==> src/rtl/call_stack.sv <==
// Return-address stack for the PIC16C5x core: pushes the PC on CALL, pops on RETLW.
// Optional sticky overflow/underflow status flags are built when CALL_STACK_STATUS_EN is defined.

`ifndef EX_STATE_BITS
  `define EX_STATE_BITS 5
  `define PC_WIDTH      11
  `define EX_Q1         5'd0
  `define EX_Q2         5'd1
  `define EX_Q3         5'd2
  `define EX_Q4_NOP     5'd3
  `define EX_Q4_GOTO    5'd4
  `define EX_Q4_CALL    5'd5
  `define EX_Q4_RETLW   5'd6
`endif

module call_stack #(
  parameter int STACK_DEPTH = 2,
  parameter int LVL_WIDTH   = 4
) (
  input  logic                      clk,
  input  logic                      rst_n,
  input  logic [`EX_STATE_BITS-1:0] executeState,
  input  logic [`PC_WIDTH-1:0]      pcIn,
  output logic [`PC_WIDTH-1:0]      stackOut,
  output logic [LVL_WIDTH-1:0]      level,
  output logic                      overflow,
  output logic                      underflow
);

  logic [`PC_WIDTH-1:0] stk [STACK_DEPTH];
  logic                 push;
  logic                 pop;
  logic                 isFull;
  logic                 isEmpty;

  // Push and pop decode from a single state value, so they can never both be high.
  assign push    = (executeState == `EX_Q4_CALL);
  assign pop     = (executeState == `EX_Q4_RETLW);
  assign isFull  = (level == LVL_WIDTH'(STACK_DEPTH));
  assign isEmpty = (level == '0);

  // Registered view only: the PC block samples this on the RETLW edge.
  assign stackOut = stk[0];

  // NOTE: the stack is only a few flops deep, so every entry gets the async reset;
  // a large RAM-style array would normally be left unreset.
  always_ff @(posedge clk or negedge rst_n) begin
    if (!rst_n) begin
      for (int i = 0; i < STACK_DEPTH; i++) begin
        stk[i] <= '0;
      end
    end else if (push) begin
      // NOTE: non-blocking assignments make every entry read its neighbour's old value,
      // so the loop order does not matter and the shift is a true parallel move.
      for (int i = STACK_DEPTH - 1; i >= 1; i--) begin
        stk[i] <= stk[i-1];
      end
      stk[0] <= pcIn;
    end else if (pop) begin
      // The bottom entry is retained, duplicating upward as on silicon.
      for (int i = 0; i < STACK_DEPTH - 1; i++) begin
        stk[i] <= stk[i+1];
      end
    end
  end

  always_ff @(posedge clk or negedge rst_n) begin
    if (!rst_n) begin
      level <= '0;
    end else if (push && !isFull) begin
      level <= level + LVL_WIDTH'(1);
    end else if (pop && !isEmpty) begin
      level <= level - LVL_WIDTH'(1);
    end
  end

`ifdef CALL_STACK_STATUS_EN
  logic overflowQ;
  logic underflowQ;

  // Sticky debug flags; only reset clears them.
  always_ff @(posedge clk or negedge rst_n) begin
    if (!rst_n) begin
      overflowQ  <= 1'b0;
      underflowQ <= 1'b0;
    end else begin
      if (push && isFull)  overflowQ  <= 1'b1;
      if (pop  && isEmpty) underflowQ <= 1'b1;
    end
  end

  assign overflow  = overflowQ;
  assign underflow = underflowQ;
`else
  assign overflow  = 1'b0;
  assign underflow = 1'b0;
`endif

endmodule
==> config.mk <==
export PLATFORM = sky130hd
export DESIGN_NAME = call_stack
export DESIGN_NICKNAME = d
export VERILOG_FILES = /design/src/rtl/call_stack.sv
export SDC_FILE = /design/constraint.sdc
export NUM_CORES = 1
export LEC_CHECK = 0
export ABC_AREA = 1
export CORE_MARGIN = 3
export CORE_UTILIZATION = 35
export DETAILED_ROUTE_END_ITERATION = 8
export GPL_TIMING_DRIVEN = 0
export PLACE_DENSITY_LB_ADDON = 0.2
export SYNTH_ARGS = -nofsm -noshare
export SYNTH_HDL_FRONTEND = slang
export SYNTH_SLANG_ARGS = --single-unit
==> constraint.sdc <==
create_clock -name clk -period 1.6 [get_ports clk]
set_input_delay 0.32 -clock clk [delete_from_list [all_inputs] [get_ports clk]]
set_output_delay 0.32 -clock clk [all_outputs]
set_load 0.03 [all_outputs]
; Yosys cells after proc, flatten, opt, wreduce, memory -nomap -nowiden
; Cells that the tools add are included.
[word_totals]
ff_bits = 26
latchBits = 0
ramBits = 0
rom_bits = 0
n_memories = 0
[classes]
addsub = 2
n_mul = 0
div = 0
magnitude_cmp = 0
n_eq_ne = 3
shift = 0
mux = 4
bitwise_logic = 0
n_reduce_logical = 7
[op_table]
columns = op, count
row1 = $mux W11, 2
row2 = $eq A5 B3 Y1 const B, 2
row3 = $mux W4, 2
row4 = $add A4 B1 Y4 const B, 1
row5 = $eq A4 B2 Y1 const B, 1
row6 = $logic_not A4 Y1, 1
row7 = $reduce_bool A2 Y1, 2
row8 = $sub A4 B1 Y4 const B, 1
row9 = $logic_and A1 B1 Y1, 2
row10 = $logic_not A1 Y1, 2

; Logic depth before layout (Yosys ltp)
[logic_depth]
ltp_word = 5
ltp_mapped = 12

; Worst setup path after synthesis
; Ideal clock, no wire load.
[synth_path]
kind = register to register
start = register level[0]
end = register level[3]
setup_ns = 0.118
t_arrival_ns = 1.739
t_required_ns = 1.482
path_slack_ns = -0.256
stages_incl_launch_ff = 11
path_buffers = 0
synth_period_minus_slack_ns = 1.856
cell_sequence = dfrtp_1 > inv_1 > nand3_1 > nand2_1 > ha_1 > nand2_1 > nand2_1 > nor2_1 > nand3_1 > nand3_1 > nand2_1
[synth_between]
elab_chain_len = 4
[synth_lines]
columns = item, line_no
row1 = from (decl), 25  ; output logic [LVL_WIDTH-1:0] level,
row2 = from (signal assigned), 71  ; level <= level + LVL_WIDTH'(1);
row3 = from (signal assigned), 73  ; level <= level - LVL_WIDTH'(1);
row4 = "parallel branches: the longest is 4 deep, another holds $sub A4 B1 Y4", --
; Parallel ways; which one is timed is not known. The select of a mux whose other input is x is not followed.
; A chain may end at the register's enable or synchronous reset.

; Worst setup path after layout
[layout_path]
start = register level[2]
end = register level[1]
[layout_between]
elab_chain_len = 4
[layout_lines]
columns = item, line_no
row1 = $eq A4 B2 Y1 or $logic_not A4 Y1 (tied branches), "39, 40"
row2 = "$logic_not A1 Y1, on equally long branches", "70, 72"
row3 = "$logic_and A1 B1 Y1, on equally long branches", "70, 72"
row4 = $mux W4 or $reduce_bool A2 Y1 (tied branches), --
; Parallel ways exist; a longest one is shown, timed or not.

==> tab_implementation.tex <==
\begin{tabular}{lr}
\hline
Metric & Value \\
\hline
\multicolumn{2}{l}{\textbf{Outcome}} \\
\quad Result of the run & finished clean \\
\multicolumn{2}{l}{\textbf{Route}} \\
\quad Per-cell routed wire length & 12.33 um \\
\quad Remaining design rule violation count & 0 \\
\quad Post-route antenna net violation count & 0 \\
\quad Drt via density & 4.602 \\
\quad Vias after detailed routing & 1,201 \\
\quad Initial detailed-routing violation count & 69 \\
\quad Routed wire length & 3.218 mm \\
\quad Count of TritonRoute iterations in the first routing pass & 4 \\
\multicolumn{2}{l}{\textbf{Global route}} \\
\quad Overflow after GRT & 0 \\
\quad Vias in the first global route & 1,181 \\
\quad All-Layer GR Usage & 15.02\% \\
\quad Initial antenna violation count & 0 \\
\quad Wire length of the first global-routing pass & 5.195 mm \\
\quad Maximum number of pins on one net before global-route repair & 27 \\
\multicolumn{2}{l}{\textbf{Pwr}} \\
\quad Total power divided by cell area & 1401 mW/mm\^{}2 \\
\quad Worst IR Drop VDD & 0.7447 mV \\
\quad Static Leakage & 1.050 nW \\
\multicolumn{2}{l}{\textbf{Clock network}} \\
\quad Clock tree from TritonCTS & built \\
\quad Root buffer cell & sky130\_fd\_sc\_hd\_\_clkbuf\_8 \\
\quad Longest Clk Path Bufs & 2 \\
\quad Number of clock sinks seen by CTS & 26 \\
\quad CTS H-Tree Depth & 1 \\
\quad Post-CTS clock slew at the launch and capture registers of the worst setup and hold paths & 0.10 ns \\
\quad Clock latency reported for the late side of the worst-skew pair & 0.28 ns \\
\quad Number of clock buffers inserted by TritonCTS & 3 \\
\quad \# hold bufs at CTS & 0 \\
\multicolumn{2}{l}{\textbf{Critical path}} \\
\quad Required time reported for the critical path endpoint & 1.77 ns \\
\quad Highest fanout seen on the critical path & 3 \\
\quad Critical path class & flip-flop to flip-flop \\
\quad Critical Path Source Type & flip-flop \\
\quad Arrival time at the worst endpoint & 1.73 ns \\
\quad Kind of end point of the critical path & flip-flop \\
\multicolumn{2}{l}{\textbf{Flow run}} \\
\quad Max-cap violation count & 0 \\
\multicolumn{2}{l}{\textbf{Logic synthesis}} \\
\quad Proportion of register bits with asynchronous set or reset after synthesis & 100.0\% \\
\quad Synthesized area per cell & 7.966 sq um \\
\quad Yosys top cell by area & sky130\_fd\_sc\_hd\_\_dfrtp\_1 \\
\quad Yosys warnings & 0 \\
\quad Cells after Synth & 169 \\
\quad Number of unique standard cell types used by synthesis & 17 \\
\quad Post-synth top flop & sky130\_fd\_sc\_hd\_\_dfrtp\_1 \\
\quad Number of flops mapped to enable cells by yosys & 0 \\
\quad Leading post-synthesis cells by cell area & sky130\_fd\_sc\_hd\_\_dfrtp\_1 48\%, sky130\_fd\_sc\_hd\_\_nand2\_1 20\%, sky130\_fd\_sc\_hd\_\_nand3\_1 12\% \\
\quad Top-area cell type share of the netlist area & 48.33\% \\
\quad Top cells by instance count after synthesis & 71 x sky130\_fd\_sc\_hd\_\_nand2\_1, 31 x sky130\_fd\_sc\_hd\_\_nand3\_1, 26 x sky130\_fd\_sc\_hd\_\_dfrtp\_1, 14 x sky130\_fd\_sc\_hd\_\_buf\_4 \\
\quad Combined area of all synthesized cells & 0.001346 sq mm \\
\quad Post-synthesis sequential area ratio & 48.33\% \\
\quad Dominant cell by count in the synthesized netlist & sky130\_fd\_sc\_hd\_\_nand2\_1 \\
\quad Number of synthesized register bits & 26 \\
\multicolumn{2}{l}{\textbf{Placed design}} \\
\quad Quantity of I/O buffers inserted on ports & 32 \\
\quad DPL Wire Length & 2.107 mm \\
\quad Number of cells in the design after placement & 248 \\
\quad Placer congestion estimate & 0.7937 \\
\multicolumn{2}{l}{\textbf{STA}} \\
\quad Setup repair after global routing missed its margin & true \\
\quad Number of pins exceeding their max-slew limit in the final report & 0 \\
\quad Time the worst path needs with I/O delays and setup & 1.561 ns \\
\quad Max-slew headroom at the worst pin & 25.60\% \\
\quad Period utilisation layout & 97.58\% \\
\quad Slew at the pin with the worst max-slew slack & 1.114 ns \\
\quad Count of final setup violators & 0 \\
\quad WHS & 0.2384 ns \\
\quad F\_max & 640.5 MHz \\
\quad Worst Skew & 0.008753 ns \\
\quad Final hold vios & 0 \\
\multicolumn{2}{l}{\textbf{Final layout}} \\
\quad Number of cells in the finished layout apart from fillers & 261 \\
\quad Area occupied by multi-input gates & 598.1 sq um \\
\quad Final layout net count & 237 \\
\quad Area grow syn2layout & 42.84\% \\
\quad Storage element area & 655.6 sq um \\
\quad Proportion of layout cells with a drive suffix above 1 & 24.65\% \\
\quad Number of diodes & 0 \\
\quad Layout filler cell count & 327 \\
\multicolumn{2}{l}{\textbf{Floorplanning}} \\
\quad Total die area & 0.004627 sq mm \\
\quad Starting Density & 38.24\% \\
\quad Overall die width & 68.02 um \\
\quad Top Ports & 35 \\
\quad Standard-cell row count & 21 \\
\quad Total core area & 0.003521 sq mm \\
\quad Floorplan die height & 68.02 um \\
\multicolumn{2}{l}{\textbf{Worst hold path}} \\
\quad Class of the tightest hold or removal check & primary input to asynchronous set/reset pin \\
\hline
\end{tabular}
## report_power, final
part,leakage (nW),switching (W),internal [W]
logic,0.679,0.000610,0.000522
registers,0.335,0.000167,0.000837
clock network,0.0357,0.000223,0.000335
## cell usage in the layout (no fill, tap or decap), types with 5 or more instances in the layout
master | netlist | layout
sky130_fd_sc_hd__buf_2 | 5 | 5
sky130_fd_sc_hd__dlygate4sd2_1 | 0 | 15
sky130_fd_sc_hd__nand2_1 | 71 | 67
sky130_fd_sc_hd__dfrtp_1 | 26 | 22
sky130_fd_sc_hd__dlymetal6s2s_1 | 0 | 6
sky130_fd_sc_hd__buf_4 | 14 | 23
sky130_fd_sc_hd__clkdlybuf4s50_1 | 0 | 11
sky130_fd_sc_hd__nand3_1 | 31 | 30
## final timing paths
| check | from | endpoint | slack [ns] | cells after the start |
|---|---|---|---|---|
| worst max-delay path | level[2] | level[1] | 0.04 | 7 |
| worst max register to register | level[2] | level[1] | 0.04 | 7 |
| min in group clk | stk[9] | stk[9] | 0.48 | 2 |
| worst min-delay path | rst_n | stackOut[7] | 0.24 | 1 |
| worst min register to register | stk[9] | stk[9] | 0.48 | 2 |
| max in group asynchronous | rst_n | level[3] | 0.61 | 1 |
## area by class of cell
| class | count | area share, % |
|---|---|---|
| buffer | 19 | 6.766 |
| multi-input combinational | 118 | 31.10 |
| timing repair buffer | 41 | 19.97 |
| clock inverter | 1 | 1.561 |
| clock buffer | 3 | 2.147 |
| inverter | 7 | 1.366 |
| tap | 46 | 2.993 |
| sequential | 26 | 34.09 |
## through the flow
| stage | utilization [%] | area (sq um) | total power [W] | TNS [ns] | setup WS (ns) |
|---|---|---|---|---|---|
| after CTS | 52.35 | 1843 | 0.002572 | -0.09979 | -0.09979 |
| after global routing | 54.62 | 1923 | 0.002861 | -0.06744 | -0.05546 |
| final | 54.62 | 1923 | 0.002694 | 0 | 0.03866 |
| after floorplan | - | 1395 | 0.001700 | 0 | 0.0006696 |
| after global placement | 50.36 | 1773 | 0.002050 | -5.608 | -0.4688 |
| after detailed placement | 50.36 | 1773 | 0.002090 | -7.302 | -0.5183 |
## cell families after synthesis
| kind of cell | count (synthesis) | share of synthesized area [%] |
|---|---|---|
| AND/OR/NAND/NOR | 112 | 35.78 |
| buffers and inverters | 26 | 11.62 |
| flip-flops | 26 | 48.33 |
| adder cells (fa/ha/maj) | 3 | 3.345 |
| XOR/XNOR | 1 | 0.6507 |
| other | 1 | 0.2785 |
## per-layer routing
| layer | track usage (%) | routed length, um | up-vias | part of all wire, % |
|---|---|---|---|---|
| li1 | - | - | 609 | - |
| met1 | 19.13 | 1437 | 565 | 45 |
| met2 | 24.67 | 1584 | 22 | 49 |
| met3 | 2.299 | 137 | 5 | 4.3 |
| met4 | 7.444 | 59 | 0 | 1.8 |
| met5 | 0 | 0 | - | 0 |
## sequential cells by signal (all words and copies together) (netlist names)
signal	flops
level	4
stackOut	11
stk	11
## what timing repair did
item | in CTS | in global routing
endpoints found under the hold margin | 0 | 0
resized for setup | 16 | 11
buffers inserted | 2 | 7
pin swaps | 2 | 8
endpoints found under the setup margin | 18 | 7
## worst max-delay path: stages, from the launching register on
cell and delay [ns]:
sky130_fd_sc_hd__dfrtp_2 0.44, sky130_fd_sc_hd__nor2_4 0.12, sky130_fd_sc_hd__nand3_2 0.10, sky130_fd_sc_hd__nand2_4 0.11, sky130_fd_sc_hd__buf_4 0.13, sky130_fd_sc_hd__fa_2 0.43
sky130_fd_sc_hd__nand2_2 0.07, sky130_fd_sc_hd__nand2_1 0.04
Note: power is estimated with default switching activity, not from simulation.
